<file path="config.mk">
export PLATFORM = sky130hd
export DESIGN_NAME = rst_seq
export DESIGN_NICKNAME = d
export VERILOG_FILES = /design/src/rtl/rst_seq.sv
export SDC_FILE = /design/constraint.sdc
export NUM_CORES = 1
export LEC_CHECK = 0
export BUFFER_PORTS_ARGS = -buffer_cell sky130_fd_sc_hd__buf_2
export CORE_AREA = 4 4 86 88
export DETAILED_ROUTE_END_ITERATION = 12
export DIE_AREA = 0 0 90 92
export PLACE_DENSITY = 0.42
export REMOVE_ABC_BUFFERS = 1
export SYNTH_ARGS = -nofsm -noshare
export SYNTH_HDL_FRONTEND = slang
export SYNTH_SLANG_ARGS = --single-unit
</file>
<file path="constraint.sdc">
create_clock -name clk -period 3.8 [get_ports clk]
set_input_delay 0.19 -clock clk [delete_from_list [all_inputs] [get_ports clk]]
set_output_delay 0.19 -clock clk [all_outputs]
set_load 0.01 [all_outputs]
</file>
<file path="src/rtl/rst_seq.sv">
`default_nettype none
// ============================================================================
// Module      : rst_seq
// Description : Multi-channel reset sequencer. Filters PLL lock, then releases
//               CHANNELS active-high resets in order, each after a settle delay
//               and gated on the previous stage's acknowledge, with a per-stage
//               acknowledge timeout that latches a sticky fault.
// Revision    : 1.0 - initial release
// ============================================================================
module rst_seq #(
  parameter int CHANNELS    = 4,
  parameter int DELAY       = 1024,
  parameter int TIMEOUT     = 65536,
  parameter int LOCK_FILTER = 256,
  localparam int MAX_DT     = (DELAY > TIMEOUT) ? DELAY : TIMEOUT,
  localparam int MAX_ALL    = (MAX_DT > LOCK_FILTER) ? MAX_DT : LOCK_FILTER,
  localparam int CW         = $clog2(MAX_ALL + 1),
  localparam int SW         = (CHANNELS > 1) ? $clog2(CHANNELS) : 1
) (
  input  logic                clk,
  input  logic                rst_n,
  input  logic                pll_locked,
  input  logic [CHANNELS-1:0] stage_ok,
  input  logic                sw_reset,
  output logic [CHANNELS-1:0] rst_out,
  output logic                all_ready,
  output logic                error,
  output logic [SW-1:0]       fault_stage
);

  typedef enum logic [1:0] {
    LOCK_WAIT = 2'd0,
    STAGE     = 2'd1,
    RUN       = 2'd2,
    FAULT     = 2'd3
  } state_t;

  localparam logic [CW-1:0]       LOCK_LAST    = CW'(LOCK_FILTER - 1);
  localparam logic [CW-1:0]       DELAY_LAST   = CW'(DELAY - 1);
  localparam logic [CW-1:0]       TIMEOUT_LAST = CW'(TIMEOUT - 1);
  localparam logic [SW-1:0]       LAST_STAGE   = SW'(CHANNELS - 1);
  localparam logic [CHANNELS-1:0] ALL_ON       = {CHANNELS{1'b1}};

  logic [1:0]          sync_q, sync_d;
  state_t              state_q, state_d;
  logic [CW-1:0]       cnt_q, cnt_d;
  logic [SW-1:0]       s_q, s_d;
  logic                released_q, released_d;
  logic [CHANNELS-1:0] rst_out_q, rst_out_d;
  logic                all_ready_q, all_ready_d;
  logic                error_q, error_d;
  logic [SW-1:0]       fault_stage_q, fault_stage_d;
  logic                lock_s;

  assign sync_d = {sync_q[0], pll_locked};
  assign lock_s = sync_q[1];

  // Two-flop synchroniser for the asynchronous PLL lock indication.
  always_ff @(posedge clk or negedge rst_n) begin
    if (!rst_n) sync_q <= 2'b00;
    else        sync_q <= sync_d;
  end

  // Next-state logic: aborts (sw_reset, then lock loss) take priority over
  // every state action, including a release or advance due this cycle.
  always_comb begin
    state_d       = state_q;
    cnt_d         = cnt_q;
    s_d           = s_q;
    released_d    = released_q;
    rst_out_d     = rst_out_q;
    all_ready_d   = all_ready_q;
    error_d       = error_q;
    fault_stage_d = fault_stage_q;
    if (sw_reset) begin
      state_d       = LOCK_WAIT;
      cnt_d         = '0;
      s_d           = '0;
      released_d    = 1'b0;
      rst_out_d     = ALL_ON;
      all_ready_d   = 1'b0;
      error_d       = 1'b0;
      fault_stage_d = '0;
    end else if (!lock_s && (state_q == STAGE || state_q == RUN)) begin
      state_d     = LOCK_WAIT;
      cnt_d       = '0;
      s_d         = '0;
      released_d  = 1'b0;
      rst_out_d   = ALL_ON;
      all_ready_d = 1'b0;
    end else begin
      case (state_q)
        LOCK_WAIT: begin
          rst_out_d   = ALL_ON;
          all_ready_d = 1'b0;
          if (!lock_s) begin
            cnt_d = '0;
          end else if (cnt_q == LOCK_LAST) begin
            state_d    = STAGE;
            cnt_d      = '0;
            s_d        = '0;
            released_d = 1'b0;
          end else begin
            cnt_d = cnt_q + CW'(1);
          end
        end
        STAGE: begin
          if (!released_q) begin
            if (cnt_q == DELAY_LAST) begin
              rst_out_d[s_q] = 1'b0;
              released_d     = 1'b1;
              cnt_d          = '0;
            end else begin
              cnt_d = cnt_q + CW'(1);
            end
          end else if (stage_ok[s_q]) begin
            if (s_q == LAST_STAGE) begin
              state_d     = RUN;
              all_ready_d = 1'b1;
              rst_out_d   = '0;
            end else begin
              s_d        = s_q + SW'(1);
              cnt_d      = '0;
              released_d = 1'b0;
            end
          end else if (cnt_q == TIMEOUT_LAST) begin
            state_d       = FAULT;
            error_d       = 1'b1;
            fault_stage_d = s_q;
            rst_out_d     = ALL_ON;
            all_ready_d   = 1'b0;
          end else begin
            cnt_d = cnt_q + CW'(1);
          end
        end
        RUN: begin
          all_ready_d = 1'b1;
          rst_out_d   = '0;
        end
        FAULT: begin
          all_ready_d = 1'b0;
          rst_out_d   = ALL_ON;
        end
        default: begin
          state_d   = LOCK_WAIT;
          cnt_d     = '0;
          rst_out_d = ALL_ON;
        end
      endcase
    end
  end

  // Sequencer state and registered outputs.
  always_ff @(posedge clk or negedge rst_n) begin
    if (!rst_n) begin
      state_q       <= LOCK_WAIT;
      cnt_q         <= '0;
      s_q           <= '0;
      released_q    <= 1'b0;
      rst_out_q     <= ALL_ON;
      all_ready_q   <= 1'b0;
      error_q       <= 1'b0;
      fault_stage_q <= '0;
    end else begin
      state_q       <= state_d;
      cnt_q         <= cnt_d;
      s_q           <= s_d;
      released_q    <= released_d;
      rst_out_q     <= rst_out_d;
      all_ready_q   <= all_ready_d;
      error_q       <= error_d;
      fault_stage_q <= fault_stage_d;
    end
  end

  assign rst_out     = rst_out_q;
  assign all_ready   = all_ready_q;
  assign error       = error_q;
  assign fault_stage = fault_stage_q;

endmodule
`default_nettype wire

</file>
==> out/metrics.cfg, run 1 <==
[cts]
htreeDepth=2
cts_root_buffer=clkbuf_8
cts_buffers=5
post_cts_buffers=0
cts_hold_buf=1
tritoncts=built
cts_resized=0
clock_sinks=32
clock_latency_ns=0.28
clkTransAtPathRegs_ns=0.07
clock_path_buffers=2

[drt]
drt-total-wl_mm=4.47
drc=0
drt_iter0_drc=79
vias=1516
drtAntennaViolNets=0
detail_route.vias_per_cell=5.10
avgRoutedWirePerCell_um=15.0
drt-pass1-iter-count=4

[logic_synthesis]
ys_ff_latch=32
synthesis.area_sq_um=1950
synth_edf_count=0
yosysSeqAreaShare=0.412
synth_warnings=0
synth_area_per_cell_sq_um=9.92
synthArstFlopShare=1.00
synth_cell_types=54
syn_inst=197
synth_ff_type=dfrtp_1
netlist_top_cells_area=dfrtp_1 (36%), ha_1 (6.4%), dfstp_2 (5.4%), nand3_1 (3.3%), nor2_1 (2.9%)
synth_top_area_share=0.359
yosysTopAreaCell=dfrtp_1

[layout]
fin_area_sq_um=2190
final_cell_mix=dfrtp_1 (28), nor2_1 (15), buf_2 (15), inv_1 (13), nand3_1 (13)
drive_above_1_share=0.203
final_common_cell=dfrtp_1
layout.nets=234
synthToLayoutAreaGrowth_pct=12.0
antenna_cells=0
nFillCells=699

[die]
row_count=30
die_area_sq_um=8280
initial_core_util=0.294
die_x_um=90
core_area_sq_um=6640
io_pins=16
die_h_um=92

[critical_path]
worst-setup-path-type=register to register
r2r-end=cnt_q[8]
r2r_start=cnt_q[0]
crit_slowest_cell=o31ai_4
r2r_slack_ns=0.91
cp-end-kind=register
worstPathCellList=ha_1 -> nand2_1 -> nor2_1 -> nand2_1 -> nor3_1 -> nand2_1 -> nor2_1 -> ha_1 -> mux2i_4 -> o31ai_4 -> nor2_4 -> a22o_1
crit_fanout=14
cp_common_cell=nand2_1
worstPathRequired_ns=3.98
startpoint_type=register
reg2reg_depth=12
cp_slowest_stage_delay_ns=0.62
arrival_ns=3.06

[place]
dpl-instance-area_sq_um=2100
hpwl_mm=3.25
port_buffers=15
routabilityCongestion=0.777

[power]
power.density_nw_per_um2=431
p_sw_frac=0.354
p_leak_nw=0.875
p_comb_frac=0.313
power.switching_uw=334
power.share.clock=0.269
internal_power_uw=609
peakVddDrop_v=0.000205
p_seq_frac=0.418

[timing]
fmaxAchievable_mhz=347
tns_ns=0
worst_slew_pin_slew_ns=0.740
slew_headroom=0.507
rsz0062_at_grt=no
finalHoldViolCount=0
fin_crit_ns=2.89
period_share=0.759
maxSlewViolCount=0
skew_ns=0.00926
setup_viol=0

[min_path]
holdPathEnd=sync_q[0]
holdCritStartpoint=pll_locked
holdCritPathClass=input pin to register
whs_path_depth=1

[global_routing]
grtUsageTotal=0.117
grt_pass1_wl_mm=7.92
grt_start_max_net_pins=33
overflow=0
antenna_found_initial=0
first_global_vias=1566

[outcome]
status=finished clean

[flow_run]
maxCapViolations=0

-- kinds of logic after synthesis --
group                      Yosys count  share of synthesized area
muxes                                4                     0.0333
AOI/OAI and AO/OA                   59                      0.226
buffers and inverters               18                     0.0429
adders and majority gates           10                     0.0640
DFF                                 32                      0.412
and+or+nand+nor                     74                      0.222
-- how the worst max path moves through the flow --
stage | startpoint | cells after the start | end
finish | cnt_q[0] | 12 | cnt_q[8]
global route | cnt_q[0] | 12 | cnt_q[8]
CTS | cnt_q[0] | 12 | cnt_q[8]
detailed placement | cnt_q[0] | 12 | cnt_q[8]
global placement | cnt_q[0] | 12 | cnt_q[8]
floorplan | cnt_q[0] | 12 | cnt_q[8]
-- per-stage QoR --
stage | worst slack, ns | hold WS, ns | power, mW | utilization | std cells
after floorplan | 1.35 | -0.106 | 0.607 | - | 193
after global placement | 0.974 | 0.301 | 0.699 | 0.316 | 288
after detailed placement | 0.907 | 0.303 | 0.696 | 0.316 | 288
after CTS | 0.906 | 0.0123 | 0.958 | 0.330 | 297
after global routing | 0.610 | 0.0182 | 1.01 | 0.330 | 297
final | 0.914 | 0.0206 | 0.943 | 0.330 | 297
-- cells in the mapped netlist, types with 2 or more instances --
cell       count
or4_1          2
inv_1         13
o21ai_0        6
nor3b_1        2
o22ai_1        3
a21o_1         4
ha_1          10
and3_2         2
buf_2          2
nor2_1        15
mux2i_1        2
o21ai_1       10
nand2b_1       4
a21oi_1        6
nand3_1       13
nand2_1       11
and2_1         4
o31ai_1        5
nand2_2        3
a31oi_1        5
dfstp_2        4
a22o_1         5
a22oi_1        2
nor3_1         4
dfrtp_1       28
o2bb2ai_1      2
nand4_1        3
-- area by class of cell --
| class | instances | area [sq um] | share of cell area |
|---|---|---|---|
| timing repair buffer | 16 | 85.1 | 0.0389 |
| clock buffer | 7 | 76.3 | 0.0349 |
| multi-input combinational | 147 | 1060 | 0.486 |
| clock inverter | 1 | 5.00 | 0.00229 |
| sequential | 32 | 806 | 0.368 |
| inverter | 14 | 52.6 | 0.0240 |
| tap | 80 | 100 | 0.0457 |
-- layer usage --
metal,global-route usage,up-vias,routed length [um]
li1,-,760,-
met1,0.153,734,2240
met2,0.194,16,2030
met3,0.0279,6,127
met4,0.0344,0,61
met5,0,-,0
-- power groups by stage --
stage	Combinational, mW	Clock [mW]	Sequential (mW)
finish	0.295	0.254	0.394
global route	0.331	0.278	0.399
CTS	0.297	0.266	0.395
detailed placement	0.296	0	0.400
global placement	0.299	0	0.401
floorplan	0.201	0	0.406
-- flip-flops by register name, indices dropped and copies added, names as in the netlist --
register     count
cnt_q           17
sync_q           2
state_q          2
fault_stage      2
released_q       1
error            1
all_ready        1
rst_out          4
s_q              2
-- critical path, delay by kind of cell (launching register included) --
kind	cells	cell delay, ns
compound gates	2	0.88
fa+ha+maj	2	0.44
flops	1	0.38
mux	1	0.10
simple gates	7	0.96
(Power assumes the default switching activity.)
==> inputs of run 2 (changes only) <==
==> constraint.sdc (replaced) <==
create_clock -name clk -period 2.9 [get_ports clk]
set_input_delay 0.145 -clock clk [delete_from_list [all_inputs] [get_ports clk]]
set_output_delay 0.145 -clock clk [all_outputs]
set_load 0.01 [all_outputs]
==> out/metrics.cfg, run 2 (synthesized netlist as in run 1, its figures left out) <==
[timing]
period_share=0.862
fin_crit_ns=2.50
tns_ns=0
rsz0062_at_grt=no
maxSlewViolCount=0
skew_ns=0.00351
holdWs_ns=0.114
slew_headroom=0.499
finalHoldViolCount=0
fmaxAchievable_mhz=400
worst_slew_pin_slew_ns=0.752
setup_viol=0

[critical_path]
crit_fanout=10
arrival_ns=2.67
critPathTopFamily=simple AND/OR/NAND/NOR gates
startpoint_type=register
cp-end-kind=register
worstPathRequired_ns=3.07
worst-setup-path-type=register to register
cp_common_cell=nand2_1
timing.critical_path.buf_inv=1
crit_slowest_cell=dfrtp_1
cp_slowest_stage_delay_ns=0.39
worstPathCellList=ha_1 -> nand2_1 -> nor2_1 -> nand2_1 -> nor3_1 -> nand2_1 -> nor2_1 -> ha_1 -> mux2i_4 -> o31ai_4 -> buf_12 -> nor2_4 -> a22o_1
r2r_slack_ns=0.40

[layout]
synthToLayoutAreaGrowth_pct=15.7
fin_area_sq_um=2260
largest_register_ffs=17
final_common_cell=dfrtp_1
final_core_util=0.340
layout.nets=240
nFillCells=675
largest-register=cnt_q
antenna_cells=0
instances_no_fill=303
final_cell_mix=dfrtp_1 (28), nor2_1 (15), buf_2 (15), inv_1 (13), nand3_1 (13)
drive_above_1_share=0.224

[drt]
drt_iter0_drc=56
vias=1561
drt-pass1-iter-count=4
detail_route.vias_per_cell=5.15
drc=0
drt-total-wl_mm=4.45
drtAntennaViolNets=0
avgRoutedWirePerCell_um=14.7

[flow_run]
maxCapViolations=0

[min_path]
holdCritPathClass=input pin to register

[cts]
clock_path_buffers=2
clock_latency_ns=0.28
tritoncts=built
clock_sinks=32
clkTransAtPathRegs_ns=0.07
cts_root_buffer=clkbuf_8
cts_buffers=5
htreeDepth=2

[place]
placed_cells=292
port_buffers=15
routabilityCongestion=0.747
dpl-instance-area_sq_um=2130
hpwl_mm=3.27

[die]
initial_core_util=0.294
die_area_sq_um=8280
row_count=30
die_h_um=92
core_area_sq_um=6640
io_pins=16
die_x_um=90

[global_routing]
grtUsageTotal=0.115
grt_start_max_net_pins=33
overflow=0
antenna_found_initial=0
grt_pass1_wl_mm=7.71
first_global_vias=1622

[outcome]
status=finished clean

[power]
p_leak_nw=0.910
power.density_nw_per_um2=570
peakVddDrop_v=0.000230

==> run 2: power by group <==
| part | switching (mW) | internal (mW) | leakage [nW] | total, mW |
|---|---|---|---|---|
| sequential | 0.0242 | 0.493 | 0.426 | 0.517 |
| combinational | 0.251 | 0.153 | 0.440 | 0.403 |
| clock | 0.176 | 0.193 | 0.0445 | 0.369 |
==> run 2: cell type report <==
class	instances	area, sq um	area share
Timing Repair Buffer	22	145	0.0642
Sequential cell	32	806	0.356
Clock buffer	7	86.3	0.0382
Inverter	14	52.6	0.0232
Multi-Input combinational cell	147	1060	0.471
Tap cell	80	100	0.0442
Clock inverter	1	7.51	0.00332
==> run 2: path summary, 6_finish.rpt <==
kind | endpoint | depth (start not counted) | from
setup / recovery | cnt_q[8] | 13 | cnt_q[0]
min in group asynchronous | s_q[1] | 2 | rst_n
setup reg to reg | cnt_q[8] | 13 | cnt_q[0]
hold reg to reg | sync_q[1] | 0 | sync_q[0]
max in group asynchronous | cnt_q[7] | 2 | rst_n
hold / removal | error | 2 | sw_reset
==> run 2: repair_timing <==
action / 4_1_cts / 5_1_grt
hold buffers: 2 / 0
gates resized for setup: 0 / 0
setup endpoints to repair: 0 / 15
setup buffers: 0 / 1
endpoints found under the hold margin: 29 / 0
==> run 2: per-layer routing <==
layer | share of wire | track usage | up-vias
met5 | 0 | 0 | -
met4 | 0.011 | 0.0383 | 0
met3 | 0.033 | 0.0271 | 4
met2 | 0.46 | 0.194 | 20
met1 | 0.49 | 0.144 | 753
li1 | - | - | 784
==> run 2: per-stage QoR <==
| step | worst slack (ns) | power [mW] |
|---|---|---|
| after floorplan | 0.449 | 0.796 |
| after global placement | 0.262 | 0.921 |
| after detailed placement | 0.204 | 0.918 |
| after CTS | 0.172 | 1.29 |
| after global routing | 0.0861 | 1.37 |
| final | 0.400 | 1.29 |
==> run 2: worst reg2reg max path: stages, from the launching register on <==
cell and delay [ns]:
dfrtp_1 0.39, ha_1 0.22, nand2_1 0.08, nor2_1 0.13, nand2_1 0.09, nor3_1 0.21, nand2_1 0.12, nor2_1 0.12
ha_1 0.22, mux2i_4 0.10, o31ai_4 0.22, buf_12 0.17, nor2_4 0.07, a22o_1 0.24
